**config.mk**
```make
export PLATFORM = sky130hd
export DESIGN_NAME = router_1xn
export DESIGN_NICKNAME = d
export VERILOG_FILES = /design/src/rtl/router_1xn.sv
export SDC_FILE = /design/constraint.sdc
export NUM_CORES = 1
export LEC_CHECK = 0
export BUFFER_PORTS_ARGS = -buffer_cell sky130_fd_sc_hd__buf_2
export CAP_MARGIN = 30
export CORE_ASPECT_RATIO = 2
export CORE_MARGIN = 3
export CORE_UTILIZATION = 45
export DETAILED_ROUTE_END_ITERATION = 10
export GPL_TIMING_DRIVEN = 0
export SYNTH_ARGS = -nofsm -noshare
export SYNTH_HDL_FRONTEND = slang
export SYNTH_SLANG_ARGS = --single-unit
```
**constraint.sdc**
```tcl
create_clock -name clock -period 8.85 [get_ports clock]
set_clock_uncertainty 0.1 [all_clocks]
set_input_delay 0.4425 -clock clock [delete_from_list [all_inputs] [get_ports clock]]
set_output_delay 0.4425 -clock clock [all_outputs]
set_load 0.03 [all_outputs]
```
**src/rtl/router_1xn.sv**
```systemverilog
// router_1xn: one input packet stream routed to NUM_PORTS port FIFOs, with parity check and read timeout.
// Optional per-port good-packet counters on pkt_cnt when ROUTER_PKT_CNT_EN is defined.
module router_1xn #(
    parameter int NUM_PORTS  = 3,
    parameter int DATA_WIDTH = 8,
    parameter int FIFO_DEPTH = 16,
    parameter int TIMEOUT    = 30
) (
    input  logic                            clock,
    input  logic                            resetn,
    input  logic                            pkt_valid,
    input  logic [DATA_WIDTH-1:0]           data_in,
    input  logic [NUM_PORTS-1:0]            read_enb,
    output logic [NUM_PORTS*DATA_WIDTH-1:0] data_out,
    output logic [NUM_PORTS-1:0]            vld_out,
    output logic [NUM_PORTS-1:0]            soft_reset,
    output logic                            busy,
    output logic                            error,
    output logic                            drop
`ifdef ROUTER_PKT_CNT_EN
    ,
    output logic [NUM_PORTS*16-1:0]         pkt_cnt
`endif
);
    localparam int ADDR_W = $clog2(NUM_PORTS);
    localparam int LEN_W  = DATA_WIDTH - ADDR_W;
    localparam int PTR_W  = $clog2(FIFO_DEPTH);
    localparam int TMR_W  = $clog2(TIMEOUT + 1);
    localparam int NPAD   = 1 << ADDR_W;
    localparam logic [LEN_W:0] CNT_ONE = (LEN_W + 1)'(1);

    typedef enum logic [1:0] {IDLE, PAYLOAD, PARITY, DROP} state_t;

    state_t                state;
    logic [ADDR_W-1:0]     dest;
    logic [LEN_W:0]        cnt;
    logic [DATA_WIDTH-1:0] acc;

    logic [DATA_WIDTH-1:0] mem     [NUM_PORTS][FIFO_DEPTH];
    logic [PTR_W:0]        wr_ptr  [NUM_PORTS];
    logic [PTR_W:0]        rd_ptr  [NUM_PORTS];
    logic [PTR_W-1:0]      wr_addr [NUM_PORTS];
    logic [TMR_W-1:0]      timer   [NUM_PORTS];
    logic [DATA_WIDTH-1:0] dout    [NUM_PORTS];

    logic [NUM_PORTS-1:0]  full, empty, flush, wr_en, rd_en;
    logic [NPAD-1:0]       full_pad, flush_pad;
    logic [ADDR_W-1:0]     hdr_addr;
    logic [LEN_W-1:0]      hdr_len;
    logic                  addr_ok, accept;

    assign hdr_addr = data_in[ADDR_W-1:0];
    assign hdr_len  = data_in[DATA_WIDTH-1:ADDR_W];
    assign addr_ok  = {1'b0, hdr_addr} < (ADDR_W + 1)'(NUM_PORTS);

    always_comb begin
        full_pad  = '0;
        flush_pad = '0;
        for (int unsigned i = 0; i < NUM_PORTS; i++) begin
            empty[i] = (wr_ptr[i] == rd_ptr[i]);
            full[i]  = (wr_ptr[i][PTR_W] != rd_ptr[i][PTR_W]) &&
                       (wr_ptr[i][PTR_W-1:0] == rd_ptr[i][PTR_W-1:0]);
            flush[i] = ~empty[i] & ~read_enb[i] & (timer[i] == TMR_W'(TIMEOUT - 1));
            rd_en[i] = read_enb[i] & ~empty[i];
        end
        full_pad[NUM_PORTS-1:0]  = full;
        flush_pad[NUM_PORTS-1:0] = flush;
    end

    always_comb begin
        busy = 1'b0;
        case (state)
            IDLE:            busy = pkt_valid & addr_ok & full_pad[hdr_addr];
            PAYLOAD, PARITY: busy = full_pad[dest];
            default:         busy = 1'b0;
        endcase
    end

    assign accept = pkt_valid & ~busy;

    // A header may land in a FIFO being flushed this cycle; payload words to a flushed dest are discarded.
    always_comb begin
        wr_en = '0;
        for (int unsigned i = 0; i < NUM_PORTS; i++) begin
            if (state == IDLE)
                wr_en[i] = accept & addr_ok & (hdr_addr == ADDR_W'(i));
            else if (state == PAYLOAD || state == PARITY)
                wr_en[i] = accept & (dest == ADDR_W'(i)) & ~flush[i];
            wr_addr[i] = flush[i] ? PTR_W'(0) : wr_ptr[i][PTR_W-1:0];
        end
    end

    always_ff @(posedge clock or negedge resetn) begin
        if (!resetn) begin
            state <= IDLE;
            dest  <= '0;
            cnt   <= '0;
            acc   <= '0;
            error <= 1'b0;
            drop  <= 1'b0;
        end else begin
            drop <= 1'b0;
            case (state)
                IDLE: if (accept) begin
                    if (addr_ok) begin
                        dest  <= hdr_addr;
                        acc   <= data_in;
                        error <= 1'b0;
                        cnt   <= {1'b0, hdr_len};
                        state <= (hdr_len == '0) ? PARITY : PAYLOAD;
                    end else begin
                        drop  <= 1'b1;
                        cnt   <= {1'b0, hdr_len} + 1'b1;
                        state <= DROP;
                    end
                end
                PAYLOAD: if (flush_pad[dest]) begin
                    // cnt becomes the words still to discard, parity included
                    cnt   <= accept ? cnt : cnt + 1'b1;
                    state <= DROP;
                end else if (accept) begin
                    acc <= acc ^ data_in;
                    cnt <= cnt - 1'b1;
                    if (cnt == CNT_ONE) state <= PARITY;
                end
                PARITY: if (flush_pad[dest]) begin
                    cnt   <= CNT_ONE;
                    state <= accept ? IDLE : DROP;
                end else if (accept) begin
                    error <= (data_in != acc);
                    state <= IDLE;
                end
                DROP: if (accept) begin
                    cnt <= cnt - 1'b1;
                    if (cnt == CNT_ONE) state <= IDLE;
                end
                default: state <= IDLE;
            endcase
        end
    end

    always_ff @(posedge clock or negedge resetn) begin
        if (!resetn) begin
            for (int unsigned i = 0; i < NUM_PORTS; i++) begin
                wr_ptr[i]     <= '0;
                rd_ptr[i]     <= '0;
                timer[i]      <= '0;
                dout[i]       <= '0;
                soft_reset[i] <= 1'b0;
            end
        end else begin
            for (int unsigned i = 0; i < NUM_PORTS; i++) begin
                soft_reset[i] <= flush[i];
                if (flush[i]) begin
                    rd_ptr[i] <= '0;
                    wr_ptr[i] <= wr_en[i] ? (PTR_W + 1)'(1) : '0;
                    dout[i]   <= '0;
                    timer[i]  <= '0;
                end else begin
                    if (wr_en[i]) wr_ptr[i] <= wr_ptr[i] + 1'b1;
                    if (rd_en[i]) begin
                        dout[i]   <= mem[i][rd_ptr[i][PTR_W-1:0]];
                        rd_ptr[i] <= rd_ptr[i] + 1'b1;
                    end
                    timer[i] <= (empty[i] | read_enb[i]) ? '0 : timer[i] + 1'b1;
                end
            end
        end
    end

    always_ff @(posedge clock) begin
        for (int unsigned i = 0; i < NUM_PORTS; i++)
            if (wr_en[i]) mem[i][wr_addr[i]] <= data_in;
    end

    always_comb begin
        data_out = '0;
        for (int unsigned i = 0; i < NUM_PORTS; i++) begin
            data_out[i*DATA_WIDTH +: DATA_WIDTH] = dout[i];
            vld_out[i] = ~empty[i];
        end
    end

`ifdef ROUTER_PKT_CNT_EN
    logic [15:0] pcnt [NUM_PORTS];
    logic        good_parity;

    assign good_parity = (state == PARITY) & accept & ~flush_pad[dest] & (data_in == acc);

    always_ff @(posedge clock or negedge resetn) begin
        if (!resetn) begin
            for (int unsigned i = 0; i < NUM_PORTS; i++) pcnt[i] <= '0;
        end else begin
            for (int unsigned i = 0; i < NUM_PORTS; i++)
                if (good_parity && dest == ADDR_W'(i)) pcnt[i] <= pcnt[i] + 1'b1;
        end
    end

    always_comb begin
        pkt_cnt = '0;
        for (int unsigned i = 0; i < NUM_PORTS; i++) pkt_cnt[i*16 +: 16] = pcnt[i];
    end
`endif
endmodule

```
# Word-level counts from Yosys, hierarchy flattened
# Memory sizes are Yosys's and may differ from the RTL's.
# Cells that the tools add are included.
[classes]
n_reduce_logical = 27
mux = 102
shifts = 0
eq_ne = 34
magnitude_cmp = 12
n_bitwise = 42
multipliers = 0
div = 0
add_sub_neg = 12
[ops]
columns = ["op", "n"]
rows = [
  ["$mux W128", 7],
  ["$reduce_or A128 Y1", 2],
  ["$mux W8", 19],
  ["$bmux W8 S4", 3],
  ["$demux W8 S4", 3],
  ["$mux W5", 18],
  ["$add A5 B1 Y5 const B", 9],
  ["$mux W7", 6],
  ["$ge A5 B5 Y1 const B", 6],
  ["$not A4 Y5", 6],
  ["$pmux W7 S4", 1],
  ["$mux W2", 13],
  ["$and A1 B1 Y1", 22],
  ["$mux W1", 22],
  ["$ne A2 B2 Y1 const B", 8],
  ["$pmux W8 S2", 1],
  ["$reduce_bool A2 Y1", 8],
  ["$eq A5 B5 Y1", 3],
  ["$eq A5 B5 Y1 const B", 3],
  ["$lt A5 B1 Y1 const B", 3],
  ["$eq A4 B4 Y1", 3],
  ["$mux W4", 3],
  ["$not A1 Y1", 10],
  ["$reduce_and A5 Y1", 2],
  ["26 further kinds", 48],
]
[totals]
ramBits = 384
wordCells = 249
mem_count = 1
latch_bits = 0
romBits = 0
register_bits = 93
input_bits = 14
out_inout_bits = 33
[mem_list]
columns = ["name", "depth", "width", "rd", "rd_clocked_by_memory_dff", "write_ports", "line_no", "text"]
rows = [
  ["mem", 3, 128, 3, 0, 1, "39", "logic [DATA_WIDTH-1:0] mem [NUM_PORTS][FIFO_DEPTH];"],
]

# Depth between registers and ports, before layout
[logic_depth]
word_depth = 17
depth_mapped = 12

# Least setup slack after synthesis
# No wires, ideal clock.
[synth_path]
kind = "flip-flop to flip-flop"
startpoint = "register wr_ptr[0] (netlist bit)"
endpoint = "memory mem[0][280] (netlist bit), enable pin"
arrival_time_ps = 2839
required_time_ps = 8355
period_less_slack_ps = 3334
stages_incl_launch_ff = 9
path_slack_ps = 5516
cell_sequence = "dfrtp_1 buf_4 xnor2_2 and4_1 a211oi_1 nand3b_1 a2111oi_4 nand2b_1 nor4_1"
[synth_between]
elab_chain_cells = 17
word_cells_on_any_way = 50
[synth_rtl]
columns = ["element", "line_no", "text"]
rows = [
  ["start: declaration", "40", "logic [PTR_W:0] wr_ptr [NUM_PORTS];"],
  ["start signal: indexed assignment", "156", "wr_ptr[i] <= wr_en[i] ? (PTR_W + 1)'(1) : '0;"],
  ["start signal: indexed assignment", "160", "if (wr_en[i]) wr_ptr[i] <= wr_ptr[i] + 1'b1;"],
  ["$eq A4 B4 Y1", "62", "(wr_ptr[i][PTR_W-1:0] == rd_ptr[i][PTR_W-1:0]);"],
  ["$logic_and A1 B1 Y1", "61", "full[i] = (wr_ptr[i][PTR_W] != rd_ptr[i][PTR_W]) &&"],
  ["$bmux W1 S2", "73", "IDLE: busy = pkt_valid & addr_ok & full_pad[hdr_addr];"],
  ["$mux W1 (implied by the code)", "73", ""],
  ["$and A1 B1 Y1", "73", ""],
  ["$pmux W1 S2", "72", "case (state)"],
  ["$not A1 Y1", "79", "assign accept = pkt_valid & ~busy;"],
  ["$and A1 B1 Y1", "79", ""],
  ["$and A1 B1 Y1 (2 in a row)", "88", "wr_en[i] = accept & (dest == ADDR_W'(i)) & ~flush[i];"],
  ["$mux W1", "87", "else if (state == PAYLOAD || state == PARITY)"],
  ["$mux W1", "85", "if (state == IDLE)"],
  ["$mux W1", "173", "if (wr_en[i]) mem[i][wr_addr[i]] <= data_in;"],
  ["$mux W128 (implied by the code)", "173", ""],
  ["$reduce_or A128 Y1 (no source line)", "--", ""],
  ["$mux W2 (no source line) or $mux W128 (tied branches) (2 in a row)", "--", ""],
  ["end: declaration", "39", ""],
]
# Several ways; a longest one is shown, not always the timed one. The select of a mux whose other input is x is not followed.

# Worst setup path after layout
[layout_path]
startpoint = "register wr_ptr[10] (netlist bit)"
endpoint = "memory mem[0][30] (netlist bit), enable pin"
# Same word-level chain as after synthesis.

==> flow_results.xml <==
<?xml version="1.0" encoding="UTF-8"?>
<metrics>
  <group name="pwr">
    <metric name="power.share.combinational" unit="%">35.0</metric>
    <metric name="intPower" unit="mW">4.732</metric>
    <metric name="vdd.ir_drop.worst" unit="V">0.0002129</metric>
    <metric name="sw_frac_of_total" unit="%">33.52</metric>
    <metric name="share_seq_of_total_power" unit="%">39.6</metric>
    <metric name="p_leak" unit="nW">7.802</metric>
    <metric name="p_switching" unit="mW">2.386</metric>
    <metric name="clock_share_of_power" unit="%">25.4</metric>
    <metric name="power_per_cell_area" unit="nW/um2">311.8</metric>
  </group>
  <group name="sta">
    <metric name="report.final.hold_viol_count" unit="">0</metric>
    <metric name="min_period_over_period" unit="%">43.90</metric>
    <metric name="grt_setup_unrepaired" unit="">false</metric>
    <metric name="maxSlewHeadroom" unit="%">36.53</metric>
    <metric name="max_freq" unit="MHz">257.4</metric>
    <metric name="finalWorstPathRequiredPeriod" unit="ns">3.885</metric>
    <metric name="final_count_of_negative_setup_slack_endpoints" unit="">0</metric>
    <metric name="slew_worst_pin" unit="ns">0.9468</metric>
    <metric name="maxSlewViolCount" unit="">0</metric>
    <metric name="setup_total_negative_slack" unit="ns">0</metric>
  </group>
  <group name="logic_synthesis">
    <metric name="synth_seq_cells" unit="">477</metric>
    <metric name="synth_most_common_cell" unit="">sky130_fd_sc_hd__edfxtp_1</metric>
    <metric name="syn-cell-area" unit="um2">20210</metric>
    <metric name="synthesized_area_fraction_occupied_by_ao_oa_aoi_and_oai_cells" unit="%">3.907</metric>
    <metric name="synth_enable_flop_cells" unit="">384</metric>
    <metric name="synth_mux_area_share" unit="%">13.99</metric>
    <metric name="count_of_cell_types_in_the_netlist" unit="">70</metric>
    <metric name="postSynthNetCount" unit="">1189</metric>
    <metric name="main_combinational_cell_family_by_area_after_synthesis" unit="">multiplexers</metric>
    <metric name="synth_top_cell_by_area" unit="">sky130_fd_sc_hd__edfxtp_1</metric>
    <metric name="synthesis.yosys.warnings" unit="">0</metric>
    <metric name="post_synthesis_simple_gate_area_fraction" unit="%">6.911</metric>
    <metric name="synth-adder-area-share" unit="%">1.300</metric>
    <metric name="synth_sequential_area_ratio" unit="%">68.59</metric>
    <metric name="synthesized_instance_count" unit="">1154</metric>
    <metric name="synth-xor-area-share" unit="%">3.164</metric>
    <metric name="synthDominantCellAreaShare" unit="%">57.07</metric>
    <metric name="synth_cell_count_leaders" unit="">384 x sky130_fd_sc_hd__edfxtp_1, 120 x sky130_fd_sc_hd__mux4_2, 93 x sky130_fd_sc_hd__dfrtp_1</metric>
    <metric name="synth_async_sr_flop_share" unit="%">19.50</metric>
    <metric name="syn_area_per_cell" unit="um2">17.51</metric>
    <metric name="synth_flop_cell" unit="">sky130_fd_sc_hd__edfxtp_1</metric>
    <metric name="synth.top_cells.by_area" unit="">sky130_fd_sc_hd__edfxtp_1 57%, sky130_fd_sc_hd__mux4_2 13%, sky130_fd_sc_hd__dfrtp_1 12%</metric>
  </group>
  <group name="cts">
    <metric name="clk_pin_slew" unit="ns">0.07</metric>
    <metric name="clkSinkCount" unit="">477</metric>
    <metric name="tritoncts" unit="">done</metric>
    <metric name="postCtsResizedCells" unit="">0</metric>
    <metric name="max-clock-path-buffers" unit="">3</metric>
    <metric name="insertion_delay" unit="ns">0.56</metric>
    <metric name="cts.root.buffer_cell" unit="">sky130_fd_sc_hd__clkbuf_16</metric>
    <metric name="numCtsBuffers" unit="">42</metric>
    <metric name="h-tree-depth" unit="">2</metric>
  </group>
  <group name="floorplanning">
    <metric name="vertical_die_dimension" unit="um">305.7</metric>
    <metric name="io_pins" unit="">47</metric>
    <metric name="rows" unit="">109</metric>
    <metric name="effective_utilization_at_floorplan" unit="%">45.59</metric>
    <metric name="core_area" unit="um2">44320</metric>
    <metric name="floorplan.die_area" unit="um2">47630</metric>
    <metric name="die_width" unit="um">155.8</metric>
  </group>
  <group name="global_routing">
    <metric name="grt_first_pass_wirelength" unit="um">69740</metric>
    <metric name="antenna_found_initial" unit="">0</metric>
    <metric name="first_global_vias" unit="">11202</metric>
    <metric name="grt_use_total" unit="%">19.59</metric>
    <metric name="overflow" unit="">0</metric>
    <metric name="pin_count_of_the_biggest_net_entering_global_routing" unit="">57</metric>
  </group>
  <group name="placement">
    <metric name="dp.final_hpwl" unit="um">32700</metric>
    <metric name="gp_congestion" unit="">0.7961</metric>
    <metric name="io_buffers" unit="">46</metric>
    <metric name="dp_cells" unit="">1773</metric>
  </group>
  <group name="drt">
    <metric name="drc_errors" unit="">0</metric>
    <metric name="viasPerCell" unit="">5.695</metric>
    <metric name="wire_length_per_cell" unit="um">24.66</metric>
    <metric name="post_drt_antenna_nets" unit="">0</metric>
    <metric name="detail_route.first_pass.iterations" unit="">4</metric>
    <metric name="finalWirelength" unit="um">45720</metric>
    <metric name="drt_first_iter_violations" unit="">586</metric>
    <metric name="routed-via-count" unit="">10558</metric>
  </group>
  <group name="job">
    <metric name="max_cap_violations" unit="">0</metric>
  </group>
  <group name="cells_and_area">
    <metric name="num-fill-cells" unit="">3545</metric>
    <metric name="drive_gt1_share" unit="%">24.71</metric>
    <metric name="finalNetCount" unit="">1302</metric>
    <metric name="seqCellArea" unit="um2">13860</metric>
    <metric name="multi_input_comb_area" unit="um2">5982</metric>
    <metric name="fin_cells" unit="">1854</metric>
    <metric name="layout-area-overhead-vs-synth" unit="%">12.97</metric>
    <metric name="diodes" unit="">0</metric>
  </group>
  <group name="outcome">
    <metric name="result_of_the_run" unit="">completed</metric>
  </group>
  <group name="setup_path">
    <metric name="cp-end-kind" unit="">register</metric>
    <metric name="setup.worst_path.start_class" unit="">register</metric>
    <metric name="crit_path_max_fanout" unit="">10</metric>
    <metric name="required_time_of_the_critical_path" unit="ns">9.00</metric>
    <metric name="cp.arrival" unit="ns">4.04</metric>
    <metric name="reg2reg_slack" unit="ns">4.96</metric>
    <metric name="crit_path_category" unit="">reg -&gt; reg</metric>
  </group>
  <group name="hold_path">
    <metric name="hold_path.class" unit="">in -&gt; reg</metric>
  </group>
</metrics>
flip-flops by register name (all words and copies together) (netlist names):
signal      cells
rd_ptr         15
cnt             7
wr_ptr         15
data_out       24
dest            2
acc             8
state           2
soft_reset      3
timer          15
drop            1
error           1
mem           384
cell families after synthesis:
| family | after synthesis |
|---|---|
| and+or+nand+nor | 265 |
| AOI/OAI and AO/OA | 104 |
| DFF | 477 |
| muxes | 132 |
| adders and majority gates | 21 |
| buffers and inverters | 88 |
| xor gates and xnor gates | 67 |
critical path: stages, from the launching register on:
cell	delay [ns]
sky130_fd_sc_hd__dfrtp_1	0.35
sky130_fd_sc_hd__buf_2	0.27
sky130_fd_sc_hd__xnor2_2	0.15
sky130_fd_sc_hd__nand4_2	0.19
sky130_fd_sc_hd__o21ai_1	0.54
sky130_fd_sc_hd__a32oi_1	0.26
sky130_fd_sc_hd__nor4_4	0.48
sky130_fd_sc_hd__and2_1	0.26
sky130_fd_sc_hd__nand3_1	0.15
sky130_fd_sc_hd__nor3_1	0.56
sky130_fd_sc_hd__buf_4	0.27
power by group through the flow:
stage	Sequential, mW	Combinational [mW]	Clock (mW)
after detailed placement	2.87	2.52	0
after global placement	2.86	2.47	0
final	2.82	2.49	1.81
after floorplan	2.94	1.70	0
after CTS	2.82	2.53	1.86
after global routing	2.85	2.68	1.94
cell usage in the layout, fill, tap and decap left out, drive strengths merged, types with 22 or more instances in the layout:
cell type    n
edfxtp     384
mux4       120
buf        104
dfrtp       93
clkbuf      88
nor2        87
nand2       47
xor2        40
xnor2       27
nand3       26
o21ai       25
nand4       23
a22o        22
through the flow:
| stage | hold slack, ns | power (mW) | area [um2] | util, % | setup WS [ns] |
|---|---|---|---|---|---|
| after global placement | 0.3744 | 5.335 | 21130 | 47.67 | 3.404 |
| after floorplan | 0.04691 | 4.637 | 20210 | - | 5.516 |
| final | 0.08786 | 7.118 | 22830 | 51.50 | 4.965 |
| after detailed placement | 0.3861 | 5.388 | 21370 | 48.22 | 3.959 |
| after CTS | 0.1672 | 7.207 | 22720 | 51.27 | 4.540 |
| after global routing | 0.08401 | 7.464 | 22830 | 51.50 | 4.633 |
repair_timing:
item                      in CTS  in global routing
hold buffers                   1                  0
hold endpoints to repair      37                  0
setup buffers                  0                  0
path summary, 6_finish.rpt:
check | from | endpoint | cells past startpoint
min in group asynchronous | resetn | wr_ptr[10]$_DFFE_PN0P_ | 2
max reg2reg | wr_ptr[10]$_DFFE_PN0P_ | mem[0][30]$_DFFE_PP_ | 10
min | data_in[1] | mem[0][177]$_DFFE_PP_ | 1
min reg2reg | timer[5]$_DFF_PN0_ | timer[5]$_DFF_PN0_ | 1
max | wr_ptr[10]$_DFFE_PN0P_ | mem[0][30]$_DFFE_PP_ | 10
max in group asynchronous | resetn | wr_ptr[4]$_DFFE_PN0P_ | 3
per-layer routing:
| metal | share of wire, % | global-route usage, % |
|---|---|---|
| met5 | 0 | 0 |
| met4 | 4.7 | 8.697 |
| met3 | 2.8 | 2.196 |
| met2 | 59 | 38.45 |
| met1 | 34 | 20.38 |
final cells by class:
type,instances,share of cell area [%]
buffer,70,1.595
timing repair buffer,69,2.280
multi-input combinational,589,26.21
inverter,18,0.2960
clock inverter,22,0.8825
tap,555,3.042
sequential,477,60.71
clock buffer,54,4.983
Note: power is estimated with default switching activity, not from simulation.
